**src/rtl/ps2_pkg.sv**
```systemverilog
// ---------------------------------------------------------------------------
// ps2_pkg
// Shared definitions for the PS/2 keyboard receiver:
//   - frame_state_t : frame FSM state encoding (IDLE, DATA, PARITY, STOP)
//   - PREFIX_EXPAND / PREFIX_RELEASE : scan-code prefix bytes (E0 / F0)
//   - CODE_W        : width of a decoded code {expand, release, scan byte}
//   - parity_ok()   : odd-parity check of a received byte plus parity bit
// ---------------------------------------------------------------------------
package ps2_pkg;

  localparam int CODE_W = 10;

  localparam logic [7:0] PREFIX_EXPAND  = 8'hE0;
  localparam logic [7:0] PREFIX_RELEASE = 8'hF0;

  typedef enum logic [1:0] {
    IDLE   = 2'd0,
    DATA   = 2'd1,
    PARITY = 2'd2,
    STOP   = 2'd3
  } frame_state_t;

  // PS/2 uses odd parity: the nine bits together carry an odd number of ones.
  function automatic logic parity_ok(input logic [7:0] data, input logic par);
    return ^{data, par};
  endfunction

endpackage

```
**src/rtl/ps2_code_fifo.sv**
```systemverilog
// ---------------------------------------------------------------------------
// ps2_code_fifo
// First-word-fallthrough FIFO for decoded key codes.
//   clk, rst    : clock, asynchronous active-high reset
//   push        : write push_data this cycle
//   push_data   : code to store
//   pop_ready   : consumer accept; pops only while head_valid is high
//   head_data   : oldest entry (0 while empty)
//   head_valid  : FIFO not empty
//   count       : current occupancy, 0..DEPTH
//   overflow    : one-cycle pulse when a push is dropped because the FIFO is
//                 full and nothing is popped in the same cycle
// DEPTH must be a power of two (>= 2) so the pointers wrap naturally.
// ---------------------------------------------------------------------------
module ps2_code_fifo #(
  parameter int DEPTH = 8,
  parameter int WIDTH = 10
) (
  input  logic                     clk,
  input  logic                     rst,
  input  logic                     push,
  input  logic [WIDTH-1:0]         push_data,
  input  logic                     pop_ready,
  output logic [WIDTH-1:0]         head_data,
  output logic                     head_valid,
  output logic [$clog2(DEPTH):0]   count,
  output logic                     overflow
);

  localparam int PTR_W = $clog2(DEPTH);

  // Storage has no reset: stale entries are never visible because the head
  // output is masked while the FIFO is empty.
  logic [WIDTH-1:0] mem [DEPTH];

  logic [PTR_W-1:0] wr_ptr_reg;
  logic [PTR_W-1:0] rd_ptr_reg;
  logic [PTR_W:0]   count_reg;

  logic empty;
  logic full;
  logic pop;
  logic wr_en;

  assign empty = (count_reg == '0);
  assign full  = (count_reg == (PTR_W + 1)'(DEPTH));
  assign pop   = pop_ready && !empty;

  // A full FIFO still takes a push when the head leaves in the same cycle;
  // in that case wr_ptr == rd_ptr and the slot being freed is reused.
  assign wr_en    = push && (!full || pop);
  assign overflow = push && full && !pop;

  always_ff @(posedge clk) begin
    if (wr_en) begin
      mem[wr_ptr_reg] <= push_data;
    end
  end

  always_ff @(posedge clk or posedge rst) begin
    if (rst) begin
      wr_ptr_reg <= '0;
      rd_ptr_reg <= '0;
      count_reg  <= '0;
    end else begin
      if (wr_en) begin
        wr_ptr_reg <= wr_ptr_reg + PTR_W'(1);
      end
      if (pop) begin
        rd_ptr_reg <= rd_ptr_reg + PTR_W'(1);
      end
      case ({wr_en, pop})
        2'b10:   count_reg <= count_reg + (PTR_W + 1)'(1);
        2'b01:   count_reg <= count_reg - (PTR_W + 1)'(1);
        default: count_reg <= count_reg;
      endcase
    end
  end

  // Fall-through read: the head is visible in the same cycle it is valid.
  assign head_valid = !empty;
  assign head_data  = empty ? '0 : mem[rd_ptr_reg];
  assign count      = count_reg;

endmodule

```
**src/rtl/ps2_key_rx.sv**
```systemverilog
// ---------------------------------------------------------------------------
// ps2_key_rx
// PS/2 keyboard receiver: synchronizes and de-glitches the PS/2 clock,
// deserializes 11-bit frames (start, 8 data LSB first, odd parity, stop),
// folds E0/F0 prefixes into flags and queues {expand, release, byte} codes.
//   clk, rst    : system clock, asynchronous active-high reset
//   ps2_clk     : raw PS/2 clock (asynchronous)
//   ps2_data    : raw PS/2 data (asynchronous)
//   code_data   : FIFO head {expand, release, scan byte}
//   code_valid  : FIFO not empty
//   code_ready  : consumer accept (pop when code_valid && code_ready)
//   fifo_count  : FIFO occupancy
//   err_parity  : one-cycle pulse on a parity failure
//   err_frame   : one-cycle pulse on a bad stop bit or an inter-edge timeout
//   overflow    : one-cycle pulse when a code is dropped (FIFO full)
// ---------------------------------------------------------------------------
module ps2_key_rx
  import ps2_pkg::*;
#(
  parameter int FIFO_DEPTH  = 8,
  parameter int FILTER_LEN  = 4,
  parameter int TIMEOUT_CYC = 200000
) (
  input  logic                        clk,
  input  logic                        rst,
  input  logic                        ps2_clk,
  input  logic                        ps2_data,
  output logic [CODE_W-1:0]           code_data,
  output logic                        code_valid,
  input  logic                        code_ready,
  output logic [$clog2(FIFO_DEPTH):0] fifo_count,
  output logic                        err_parity,
  output logic                        err_frame,
  output logic                        overflow
);

  localparam int FILT_W = $clog2(FILTER_LEN) + 1;
  localparam int TO_W   = $clog2(TIMEOUT_CYC) + 1;

  // -------------------------------------------------------------------------
  // Two-flop synchronizers, bit 0 = ps2_clk, bit 1 = ps2_data. Both reset
  // high so an idle bus never looks like a falling edge coming out of reset.
  // -------------------------------------------------------------------------
  logic [1:0] raw_in;
  logic [1:0] sync_bits;

  assign raw_in = {ps2_data, ps2_clk};

  genvar gi;
  generate
    for (gi = 0; gi < 2; gi++) begin : g_sync
      logic meta_reg;
      logic sync_reg;

      always_ff @(posedge clk or posedge rst) begin
        if (rst) begin
          meta_reg <= 1'b1;
          sync_reg <= 1'b1;
        end else begin
          meta_reg <= raw_in[gi];
          sync_reg <= meta_reg;
        end
      end

      assign sync_bits[gi] = sync_reg;
    end
  endgenerate

  logic sync_clk;
  logic sync_data;

  assign sync_clk  = sync_bits[0];
  assign sync_data = sync_bits[1];

  // -------------------------------------------------------------------------
  // Clock de-glitch filter: the filtered level follows the synchronized clock
  // only after FILTER_LEN consecutive samples disagree with it. Any agreeing
  // sample restarts the run.
  // -------------------------------------------------------------------------
  logic [FILT_W-1:0] filt_cnt_reg;
  logic              filt_level_reg;
  logic              filt_flip;
  logic              fall;

  assign filt_flip = (sync_clk != filt_level_reg) &&
                     (filt_cnt_reg == FILT_W'(FILTER_LEN - 1));

  // Edge is flagged in the cycle the filter commits to the new low level, so
  // the frame logic samples sync_data in that same cycle.
  assign fall = filt_flip && filt_level_reg;

  always_ff @(posedge clk or posedge rst) begin
    if (rst) begin
      filt_cnt_reg   <= '0;
      filt_level_reg <= 1'b1;
    end else if (sync_clk == filt_level_reg) begin
      filt_cnt_reg <= '0;
    end else if (filt_flip) begin
      filt_cnt_reg   <= '0;
      filt_level_reg <= sync_clk;
    end else begin
      filt_cnt_reg <= filt_cnt_reg + FILT_W'(1);
    end
  end

  // -------------------------------------------------------------------------
  // Frame FSM
  // -------------------------------------------------------------------------
  frame_state_t      state_reg,       state_next;
  logic [2:0]        bit_cnt_reg,     bit_cnt_next;
  logic [7:0]        shift_reg,       shift_next;
  logic              parity_reg,      parity_next;
  logic [TO_W-1:0]   to_cnt_reg,      to_cnt_next;
  logic              expand_reg,      expand_next;
  logic              release_reg,     release_next;
  logic              push_reg,        push_next;
  logic [CODE_W-1:0] push_code_reg,   push_code_next;
  logic              err_parity_reg,  err_parity_next;
  logic              err_frame_reg,   err_frame_next;

  always_ff @(posedge clk or posedge rst) begin
    if (rst) begin
      state_reg      <= IDLE;
      bit_cnt_reg    <= '0;
      shift_reg      <= '0;
      parity_reg     <= 1'b0;
      to_cnt_reg     <= '0;
      expand_reg     <= 1'b0;
      release_reg    <= 1'b0;
      push_reg       <= 1'b0;
      push_code_reg  <= '0;
      err_parity_reg <= 1'b0;
      err_frame_reg  <= 1'b0;
    end else begin
      state_reg      <= state_next;
      bit_cnt_reg    <= bit_cnt_next;
      shift_reg      <= shift_next;
      parity_reg     <= parity_next;
      to_cnt_reg     <= to_cnt_next;
      expand_reg     <= expand_next;
      release_reg    <= release_next;
      push_reg       <= push_next;
      push_code_reg  <= push_code_next;
      err_parity_reg <= err_parity_next;
      err_frame_reg  <= err_frame_next;
    end
  end

  logic timeout;

  // Counts clocks since the last falling edge while a frame is in progress.
  assign timeout = (state_reg != IDLE) && !fall &&
                   (to_cnt_reg == TO_W'(TIMEOUT_CYC - 1));

  always_comb begin
    state_next      = state_reg;
    bit_cnt_next    = bit_cnt_reg;
    shift_next      = shift_reg;
    parity_next     = parity_reg;
    to_cnt_next     = to_cnt_reg;
    expand_next     = expand_reg;
    release_next    = release_reg;
    push_next       = 1'b0;
    push_code_next  = push_code_reg;
    err_parity_next = 1'b0;
    err_frame_next  = 1'b0;

    if ((state_reg == IDLE) || fall) begin
      to_cnt_next = '0;
    end else begin
      to_cnt_next = to_cnt_reg + TO_W'(1);
    end

    case (state_reg)
      IDLE: begin
        // A high sample here is line noise or a stray edge, not a start bit.
        if (fall && !sync_data) begin
          state_next   = DATA;
          bit_cnt_next = '0;
        end
      end

      DATA: begin
        if (fall) begin
          shift_next   = {sync_data, shift_reg[7:1]};
          bit_cnt_next = bit_cnt_reg + 3'd1;
          if (bit_cnt_reg == 3'd7) begin
            state_next = PARITY;
          end
        end
      end

      PARITY: begin
        if (fall) begin
          parity_next = sync_data;
          state_next  = STOP;
        end
      end

      STOP: begin
        if (fall) begin
          state_next = IDLE;
          if (!sync_data) begin
            // A missing stop bit means the framing is lost; it outranks parity.
            err_frame_next = 1'b1;
            expand_next    = 1'b0;
            release_next   = 1'b0;
          end else if (!parity_ok(shift_reg, parity_reg)) begin
            err_parity_next = 1'b1;
            expand_next     = 1'b0;
            release_next    = 1'b0;
          end else if (shift_reg == PREFIX_EXPAND) begin
            expand_next = 1'b1;
          end else if (shift_reg == PREFIX_RELEASE) begin
            release_next = 1'b1;
          end else begin
            push_next      = 1'b1;
            push_code_next = {expand_reg, release_reg, shift_reg};
            expand_next    = 1'b0;
            release_next   = 1'b0;
          end
        end
      end

      default: begin
        state_next = IDLE;
      end
    endcase

    if (timeout) begin
      state_next     = IDLE;
      err_frame_next = 1'b1;
      expand_next    = 1'b0;
      release_next   = 1'b0;
    end
  end

  assign err_parity = err_parity_reg;
  assign err_frame  = err_frame_reg;

  // -------------------------------------------------------------------------
  // Code FIFO. Flags are cleared on every non-prefix byte regardless of
  // whether the FIFO had room, so a dropped code never leaks its prefixes.
  // -------------------------------------------------------------------------
  ps2_code_fifo #(
    .DEPTH (FIFO_DEPTH),
    .WIDTH (CODE_W)
  ) u_fifo (
    .clk        (clk),
    .rst        (rst),
    .push       (push_reg),
    .push_data  (push_code_reg),
    .pop_ready  (code_ready),
    .head_data  (code_data),
    .head_valid (code_valid),
    .count      (fifo_count),
    .overflow   (overflow)
  );

endmodule

```
**config.mk**
```make
export PLATFORM = sky130hd
export DESIGN_NAME = ps2_key_rx
export DESIGN_NICKNAME = d
export VERILOG_FILES = /design/src/rtl/ps2_pkg.sv /design/src/rtl/ps2_code_fifo.sv /design/src/rtl/ps2_key_rx.sv
export SDC_FILE = /design/constraint.sdc
export NUM_CORES = 1
export LEC_CHECK = 0
export BUFFER_PORTS_ARGS = -buffer_cell sky130_fd_sc_hd__buf_2
export CORE_ASPECT_RATIO = 1.1
export CORE_UTILIZATION = 60
export DETAILED_ROUTE_END_ITERATION = 16
export PLACE_DENSITY = 0.78
export SLEW_MARGIN = 20
export SYNTH_ARGS = -nofsm -noshare
export SYNTH_HDL_FRONTEND = slang
export SYNTH_HIERARCHICAL = 1
export SYNTH_SLANG_ARGS = --single-unit
```
**constraint.sdc**
```tcl
create_clock -name clk -period 4.1 [get_ports clk]
set_input_delay 0.41 -clock clk [delete_from_list [all_inputs] [get_ports clk]]
set_output_delay 0.41 -clock clk [all_outputs]
set_load 0.05 [all_outputs]
```
==> out/qor.yml, run 1 <==
floorplan:
  die_x_um: 100
  rows: 39
  die_h_um: 110
  io_pins: 23
  fp.coreArea_mm2: 0.0104
  dieArea_mm2: 0.0111
  initial_core_util_pct: 61.5
clock_network:
  post_cts_buffers: 0
  cts_buffer_depth: 2
  cts_root_buf: "clkbuf_16"
  cts_max_level: 4
  clk_pin_slew_ns: 0.06
  cts_tree: "yes"
  clkLatencyLatePin_ns: 0.42
  clock-sinks: 146
  cts_made_buffers: 17
detailed_routing:
  vias: 3534
  routed_wl_um: 11000
  dr.pass1.iters: 4
  drt-initial-drc-count: 237
  antenna_left: 0
  avgViaCountPerCell: 5.73
  wire_per_inst_um: 17.8
  drc: 0
pwr:
  leakage_nw: 2.98
  powerDensity_mw_per_mm2: 590
  total_power_mw: 4.28
  ir_drop_v: 0.000394
worst_setup_path:
  rr_endpoint: "u_fifo/count[3]$_DFFE_PP0P_"
  required_ns: 4.38
  r2r_slack_ns: 1.18
  r2r_cells: 6
  path_class: "reg2reg"
  cp-start-kind: "flop"
  arrival_ns: 3.19
  worstSetupEndpointType: "flop"
  rr_startpoint: "u_fifo/count[0]$_DFFE_PP0P_"
  crit_fanout: 8
flow_run:
  max_cap_viol_count: 0
layout:
  largest_register_ffs: 80
  diodes: 0
  fin_nets: 480
  drive_gt1_share_pct: 24.9
  stdcell_count: 617
  syn2layout_area_growth_pct: 13.3
synthesis:
  yosysWarnings: 6
  seq_area_frac_synth_pct: 63.5
  synth_ff_type: "edfxtp_1"
  synth_area_mm2: 0.00640
  ys_types: 59
  yosys_register_bits: 146
  syn_avg_cell_area_um2: 14.8
  syn_nets: 450
  async_flop_share_pct: 45.2
  synth_cells: 431
  synth_edf_count: 80
global_routing:
  grt_max_degree: 47
  grt.overflow.total: 0
  first_global_vias: 3653
  grt_pass1_wl_um: 18200
  grtUsageTotal_pct: 22.7
  antenna_found_initial: 0
sta:
  fmax_mhz: 343
  min_period_ns: 2.92
  hold_violations: 0
  clock_skew_ns: 0.00812
  max_slew_margin_pct: 29.4
  rsz0062_at_grt: "no"
  tns_ns: 0
  period_share_pct: 71.1
  setup_viol: 0
  drv_slew: 0
  worst_pin_slew_ns: 1.05
placement:
  portBuffers: 22
  placed_cells: 584
  hpwl_um: 6750
  gp_congestion: 0.752
min_path:
  hold_start: "ps2_data"
  hold_path.class: "in2reg"
  hold_depth: 1
  min_to: "g_sync[1].meta_reg$_DFF_PP1_"
run_status:
  status: "completed"
-- layer usage --
metal | vias to the layer above | share of wire [%] | GRT usage (%)
met5 | - | 0 | 0
met1 | 1764 | 42 | 27.7
met2 | 87 | 52 | 39.7
met3 | 17 | 4.7 | 5.49
met4 | 0 | 1.6 | 7.97
li1 | 1666 | - | -
-- placed cells by master (no fill, tap or decap), drive strengths merged, types with 5 or more instances in the layout --
| master | instances |
|---|---|
| buf | 26 |
| nor3 | 9 |
| o21ai | 16 |
| dfrtp | 61 |
| mux4 | 20 |
| edfxtp | 80 |
| mux2 | 19 |
| ha | 14 |
| nand3 | 16 |
| clkbuf | 19 |
| nand2 | 24 |
| dfstp | 5 |
| clkinv | 6 |
| a22o | 11 |
| xnor2 | 16 |
| nor2 | 38 |
| inv | 17 |
| xor2 | 14 |
-- logic make-up after synthesis --
family | count (synthesis) | synth area share, %
compound gates | 45 | 5.09
xor+xnor | 33 | 5.18
fa+ha+maj | 14 | 2.74
buf+inv | 31 | 2.52
flops | 146 | 63.5
mux | 40 | 11.1
simple gates | 122 | 9.92
-- synthesized netlist by cell type, types with 2 or more instances --
master	instances	share of area [%]
o2bb2ai_1	2	0.27
buf_6	5	0.88
edfxtp_1	80	38
o211ai_1	2	0.23
or4_1	2	0.23
o21a_1	2	0.23
nor2b_1	3	0.29
o21ai_0	15	1.2
xnor2_1	16	2.2
buf_2	2	0.16
nor2_1	38	2.2
nand2_1	24	1.4
mux2_2	10	1.8
nor3_1	9	0.70
xnor3_1	2	0.70
and3_1	2	0.20
clkbuf_1	7	0.41
nand4_1	2	0.20
ha_1	14	2.7
nand2b_1	4	0.39
nor4_1	3	0.29
a21oi_1	3	0.23
or3_1	2	0.20
nand3_1	16	1.3
nor3b_1	3	0.35
xor2_1	14	1.9
mux2_4	9	2.1
dfstp_2	5	2.1
mux4_2	20	7.0
nand3b_1	2	0.23
a22o_1	11	1.5
inv_1	15	0.88
dfrtp_1	61	24
-- where the power goes --
part | total (mW) | internal [mW] | switching, mW
clock network | 1.53 | 0.955 | 0.575
registers | 1.77 | 1.63 | 0.139
logic | 0.974 | 0.383 | 0.591
total | 4.28 | 2.97 | 1.31
-- layout make-up --
type / count / area (um2)
Clock buffer: 19 / 433
Clock inverter: 13 / 159
Fill cell: 678 / 3140
Inverter: 15 / 56.3
Multi-Input combinational cell: 254 / 2210
Sequential cell: 146 / 4060
Tap cell: 143 / 179
Timing Repair Buffer: 27 / 150
-- stage by stage --
step                      hold WS, ns  area (um2)  setup slack [ns]  utilization (%)
final                          0.0916        7250              1.18             69.7
after global routing           0.0810        7250              1.05             69.7
after CTS                      0.0848        7240              1.16             69.7
after detailed placement        0.348        6640              1.20             63.9
after global placement          0.346        6640              1.34             63.9
after floorplan                 0.250        6400              1.07                -
-- worst max path at each step --
stage | start | endpoint | slack, ns
2_1_floorplan | u_fifo/count[1]$_DFFE_PP0P_ | u_fifo/count[3]$_DFFE_PP0P_ | 1.07
3_3_place_gp | u_fifo/count[0]$_DFFE_PP0P_ | u_fifo/count[3]$_DFFE_PP0P_ | 1.34
5_1_grt | u_fifo/count[0]$_DFFE_PP0P_ | u_fifo/count[3]$_DFFE_PP0P_ | 1.05
4_1_cts | u_fifo/count[0]$_DFFE_PP0P_ | u_fifo/count[3]$_DFFE_PP0P_ | 1.16
6_report | u_fifo/count[0]$_DFFE_PP0P_ | u_fifo/count[3]$_DFFE_PP0P_ | 1.18
3_5_place_dp | u_fifo/count[0]$_DFFE_PP0P_ | u_fifo/count[3]$_DFFE_PP0P_ | 1.20
-- critical path, stage by stage (launching register included) --
cell and delay [ns]:
dfrtp_1 0.46, or3_2 0.57, o21ai_4 0.33, ha_1 0.32, or3b_2 0.48, a2111oi_0 0.43
o221ai_1 0.19
-- what timing repair did --
item                      4_1_cts  5_1_grt
hold endpoints to repair       20        0
hold buffers                    1        0
gates resized for setup         0        0
No activity file was read; power rests on OpenSTA's default activity.
==> run 2, diff against run 1 <==
--- a/config.mk
+++ b/config.mk
@@ -7,9 +7,9 @@
 export LEC_CHECK = 0
 export BUFFER_PORTS_ARGS = -buffer_cell sky130_fd_sc_hd__buf_2
 export CORE_ASPECT_RATIO = 1.1
-export CORE_UTILIZATION = 60
+export CORE_UTILIZATION = 55
 export DETAILED_ROUTE_END_ITERATION = 16
-export PLACE_DENSITY = 0.78
+export PLACE_DENSITY = 0.75
 export SLEW_MARGIN = 20
 export SYNTH_ARGS = -nofsm -noshare
 export SYNTH_HDL_FRONTEND = slang
==> constraint.sdc (replaced) <==
create_clock -name clk -period 2.43 [get_ports clk]
set_input_delay 0.243 -clock clk [delete_from_list [all_inputs] [get_ports clk]]
set_output_delay 0.243 -clock clk [all_outputs]
set_load 0.05 [all_outputs]
==> out/qor.yml, run 2 (synthesized netlist as in run 1, its figures left out) <==
sta:
  fmax_mhz: 406
  period_share_pct: 101
  clock_skew_ns: 0.00842
  fin_ws_ns: -0.0314
  max_slew_margin_pct: 27.0
  drv_slew: 0
  tns_ns: -0.162
  worst_pin_slew_ns: 1.09
  rsz0062_at_grt: "yes"
  setup_viol: 8
  whs_ns: 0.170
  hold_violations: 0
  min_period_ns: 2.46
detailed_routing:
  antenna_left: 0
  routed_wl_um: 12200
  drc: 0
  wire_per_inst_um: 18.8
  dr.pass1.iters: 4
  vias: 3676
  avgViaCountPerCell: 5.67
  drt-initial-drc-count: 199
clock_network:
  cts_tree: "yes"
  cts_made_buffers: 17
  cts_root_buf: "clkbuf_16"
  clk_pin_slew_ns: 0.05
  cts_max_level: 4
  clkLatencyLatePin_ns: 0.41
  cts_buffer_depth: 2
  clock-sinks: 146
floorplan:
  initial_core_util_pct: 57.6
  fp.coreArea_mm2: 0.0111
  rows: 40
  die_x_um: 105
  dieArea_mm2: 0.0121
  io_pins: 23
  die_h_um: 115
pwr:
  powerDensity_mw_per_mm2: 991
  leakage_nw: 3.16
  ir_drop_v: 0.000850
global_routing:
  grt.overflow.total: 0
  first_global_vias: 3845
  grtUsageTotal_pct: 22.2
  grt_pass1_wl_um: 19800
  antenna_found_initial: 0
  grt_max_degree: 31
layout:
  layout_commonest_cell: "edfxtp_1"
  diodes: 0
  layout_common_cells: "edfxtp_1, dfrtp_1, nor2_1, buf_4, nand2_1"
  stdcell_count: 648
  drive_gt1_share_pct: 29.3
  post-route-util_pct: 68.2
  syn2layout_area_growth_pct: 18.5
  fill_cells: 756
  largest_register_ffs: 80
  fin_nets: 507
run_status:
  violations: "setup timing"
  status: "finished with violations"
worst_setup_path:
  cp-start-kind: "flop"
  crit_fanout: 9
  path_class: "reg2reg"
  worstSetupEndpointType: "flop"
  arrival_ns: 2.75
  required_ns: 2.72
placement:
  gp_congestion: 0.757
  hpwl_um: 7640
  placed_cells: 604
  portBuffers: 22
flow_run:
  max_cap_viol_count: 0
min_path:
  hold_path.class: "in2reg"
[run 2: changes by cell type in the layout (fill, tap and decap cells not counted), moves of 3 or more]
cell and delta:
buf_4 +21, dfrtp_1 -3, dfrtp_2 +3, nor3_1 +4, nor3_2 -4
[run 2: critical path, stage by stage (launching register included)]
cell and delay, ns:
dfrtp_1 0.41, xor2_1 0.21, xnor3_1 0.47, mux2_4 0.33, nor4_4 0.25, a311o_1 0.21, buf_12 0.15, mux2_4 0.30
[run 2: path summary, 6_finish.rpt]
kind | startpoint | to | slack [ns] | cells after the start
worst min-delay path | code_ready | u_fifo/rd_ptr_reg[0]$_DFFE_PP0P_ | 0.17 | 3
worst max-delay path | shift_reg[6]$_DFFE_PP0P_ | push_code_reg[2]$_DFFE_PP0P_ | -0.03 | 7
worst max register to register | shift_reg[6]$_DFFE_PP0P_ | push_code_reg[2]$_DFFE_PP0P_ | -0.03 | 7
min in group asynchronous | rst | u_fifo/count[2]$_DFFE_PP0P_ | 0.41 | 3
max in group asynchronous | rst | g_sync[0].meta_reg$_DFF_PP1_ | 1.23 | 4
worst min register to register | g_sync[1].meta_reg$_DFF_PP1_ | g_sync[1].sync_reg$_DFF_PP1_ | 0.35 | 0
[run 2: area by class of cell]
cell class / instances / area (um2) / area share (%)
sequential: 146 / 4060 / 53.6
inverter: 15 / 61.3 / 0.809
multi-input combinational: 256 / 2280 / 30.1
tap: 147 / 184 / 2.43
clock buffer: 23 / 490 / 6.47
timing repair buffer: 52 / 370 / 4.88
clock inverter: 9 / 129 / 1.70
[run 2: repair_timing]
item / 4_1_cts / 5_1_grt
buffers inserted: 2 / 5
cloned: 0 / 2
endpoints found under the hold margin: 40 / 0
hold buffers: 3 / 0
resized for setup: 3 / 4
pin swaps: 2 / 5
setup endpoints to repair: 8 / 9
[run 2: metrics by stage]
stage	setup slack, ns	power (mW)	instance area [um2]
final	-0.0314	7.51	7580
after global routing	-0.127	7.84	7580
after CTS	0.00879	7.51	7520
after detailed placement	0.0128	4.77	6840
after global placement	0.110	4.69	6840
after floorplan	-0.156	4.40	6480
[run 2: power breakdown]
part	switching (mW)	leakage, nW	internal (mW)
Clock	0.932	0.297	1.73
Combinational	1.14	1.12	0.797
Sequential	0.153	1.75	2.76
Total	2.22	3.16	5.29
[run 2: layer usage]
metal | up-vias | track usage, % | routed length, um
met5 | - | 0 | 0
met4 | 0 | 6.48 | 82
met3 | 7 | 5.90 | 510
met2 | 92 | 38.9 | 6440
met1 | 1853 | 27.4 | 5150
li1 | 1724 | - | -
==> run 3, diff against run 2 <==
--- a/config.mk
+++ b/config.mk
@@ -7,9 +7,8 @@
 export LEC_CHECK = 0
 export BUFFER_PORTS_ARGS = -buffer_cell sky130_fd_sc_hd__buf_2
 export CORE_ASPECT_RATIO = 1.1
-export CORE_UTILIZATION = 55
+export CORE_UTILIZATION = 28
 export DETAILED_ROUTE_END_ITERATION = 16
-export PLACE_DENSITY = 0.75
 export SLEW_MARGIN = 20
 export SYNTH_ARGS = -nofsm -noshare
 export SYNTH_HDL_FRONTEND = slang
==> out/qor.yml, run 3 (synthesized netlist as in run 1, its figures left out) <==
pwr:
  p_int_mw: 5.10
  powerDensity_mw_per_mm2: 966
  pwr-share-comb_pct: 25.5
  netSwitchingFraction_pct: 31.4
  ir_drop_v: 0.000543
  pwr-share-clk_pct: 35.5
  p_sw_mw: 2.33
  leakage_nw: 3.12
  power_frac_seq_pct: 39.1
global_routing:
  grt.overflow.total: 0
  grtUsageTotal_pct: 11.1
  grt_pass1_wl_um: 20200
  antenna_found_initial: 0
  first_global_vias: 3944
  grt_max_degree: 39
layout:
  fill_cells: 2147
  multi_input_area_mm2: 0.00227
  layout_commonest_cell: "edfxtp_1"
  register_area_mm2: 0.00406
  syn2layout_area_growth_pct: 20.3
  diodes: 0
  stdcell_count: 790
  layout_common_cells: "edfxtp_1, dfrtp_1, nor2_1, nand2_1, buf_2"
  largest_register_ffs: 80
  fin_nets: 501
  drive_gt1_share_pct: 29.7
worst_setup_path:
  crit_fanout: 10
  arrival_ns: 2.13
  crit_buf_inv: 1
  cp_slowest_cell: "or4_4"
  required_ns: 2.19
  crit_start: "u_fifo/count[1]$_DFFE_PP0P_"
  path_class: "reg2out"
  r2r_cells: 6
  cp_slowest_stage_delay_ns: 0.60
  rr_endpoint: "push_code_reg[7]$_DFFE_PP0P_"
  cp-start-kind: "flop"
  worstSetupEndpointType: "output pin"
  path_cells: "or4_4, and2_4, a22o_1, buf_2"
  rr_startpoint: "parity_reg$_DFFE_PP0P_"
  crit_family: "simple AND/OR/NAND/NOR gates"
  r2r_slack_ns: 0.07
clock_network:
  cts_buffer_depth: 2
  clk_pin_slew_ns: 0.07
  cts_root_buf: "clkbuf_16"
  clock-sinks: 146
  cts_made_buffers: 17
  clkLatencyLatePin_ns: 0.42
  cts_tree: "yes"
  cts_max_level: 4
sta:
  tns_ns: 0
  hold_violations: 0
  fmax_mhz: 422
  whs_ns: 0.158
  drv_slew: 0
  clock_skew_ns: 0.00850
  period_share_pct: 97.5
  max_slew_margin_pct: 27.3
  setup_viol: 0
  worst_pin_slew_ns: 1.09
  min_period_ns: 2.37
  rsz0062_at_grt: "yes"
detailed_routing:
  antenna_left: 0
  vias: 3663
  avgViaCountPerCell: 4.64
  dr.pass1.iters: 4
  drt-initial-drc-count: 257
  drc: 0
  routed_wl_um: 11900
  wire_per_inst_um: 15.0
floorplan:
  io_pins: 23
  die_h_um: 161
  die_x_um: 146
  dieArea_mm2: 0.0235
  rows: 57
  initial_core_util_pct: 28.7
  fp.coreArea_mm2: 0.0223
flow_run:
  max_cap_viol_count: 0
placement:
  placed_cells: 752
  gp_congestion: 0.737
  hpwl_um: 7840
  portBuffers: 22
min_path:
  hold_depth: 3
  min_to: "u_fifo/rd_ptr_reg[0]$_DFFE_PP0P_"
  hold_start: "code_ready"
  hold_path.class: "in2reg"
run_status:
  status: "completed"
-- run 3: routing by layer --
metal / up-vias / GRT usage (%) / wire, um
met3: 15 / 2.78 / 345
li1: 1715 / - / -
met2: 52 / 20.0 / 6250
met5: - / 0 / 0
met4: 0 / 4.31 / 183
met1: 1881 / 12.7 / 5090
-- run 3: area by class of cell --
class	count	share of cell area, %
inverter	15	0.796
multi-input combinational	254	29.5
clock buffer	17	5.53
clock inverter	15	2.24
timing repair buffer	48	4.39
sequential	146	52.8
tap	295	4.80
-- run 3: metrics by stage --
stage | power, mW | util [%] | setup slack, ns | instance area, um2
2_1_floorplan | 4.40 | - | -0.156 | 6480
3_3_place_gp | 4.72 | 31.6 | 0.109 | 7020
3_5_place_dp | 4.80 | 31.6 | 0.0595 | 7020
4_1_cts | 7.45 | 34.4 | 0.0347 | 7650
5_1_grt | 7.84 | 34.6 | -0.00851 | 7700
6_report | 7.44 | 34.6 | 0.0617 | 7700
-- run 3: power groups by stage --
stage	Clock, mW	Sequential [mW]	Combinational, mW
2_1_floorplan	0	3.06	1.34
3_3_place_gp	0	2.94	1.78
3_5_place_dp	0	2.95	1.85
4_1_cts	2.70	2.90	1.85
5_1_grt	2.82	2.93	2.09
6_report	2.64	2.91	1.89
-- run 3: what timing repair did --
action | CTS | global route
gates resized for setup | 0 | 4
hold buffers | 3 | 0
hold endpoints to repair | 12 | 0
setup buffers | 0 | 3
setup endpoints to repair | 0 | 9
-- run 3: worst max path at each step --
stage	to	slack (ns)	cells after the start
floorplan	u_fifo/count[3]$_DFFE_PP0P_	-0.16	10
global placement	push_code_reg[5]$_DFFE_PP0P_	0.11	7
detailed placement	push_code_reg[3]$_DFFE_PP0P_	0.06	7
CTS	code_data[6]	0.03	4
global route	code_data[6]	-0.009	4
finish	code_data[0]	0.06	4
-- run 3: worst min-delay path, stage by stage --
cell	delay, ns
buf_2	0.14
nand2_8	0.09
xnor2_1	0.06
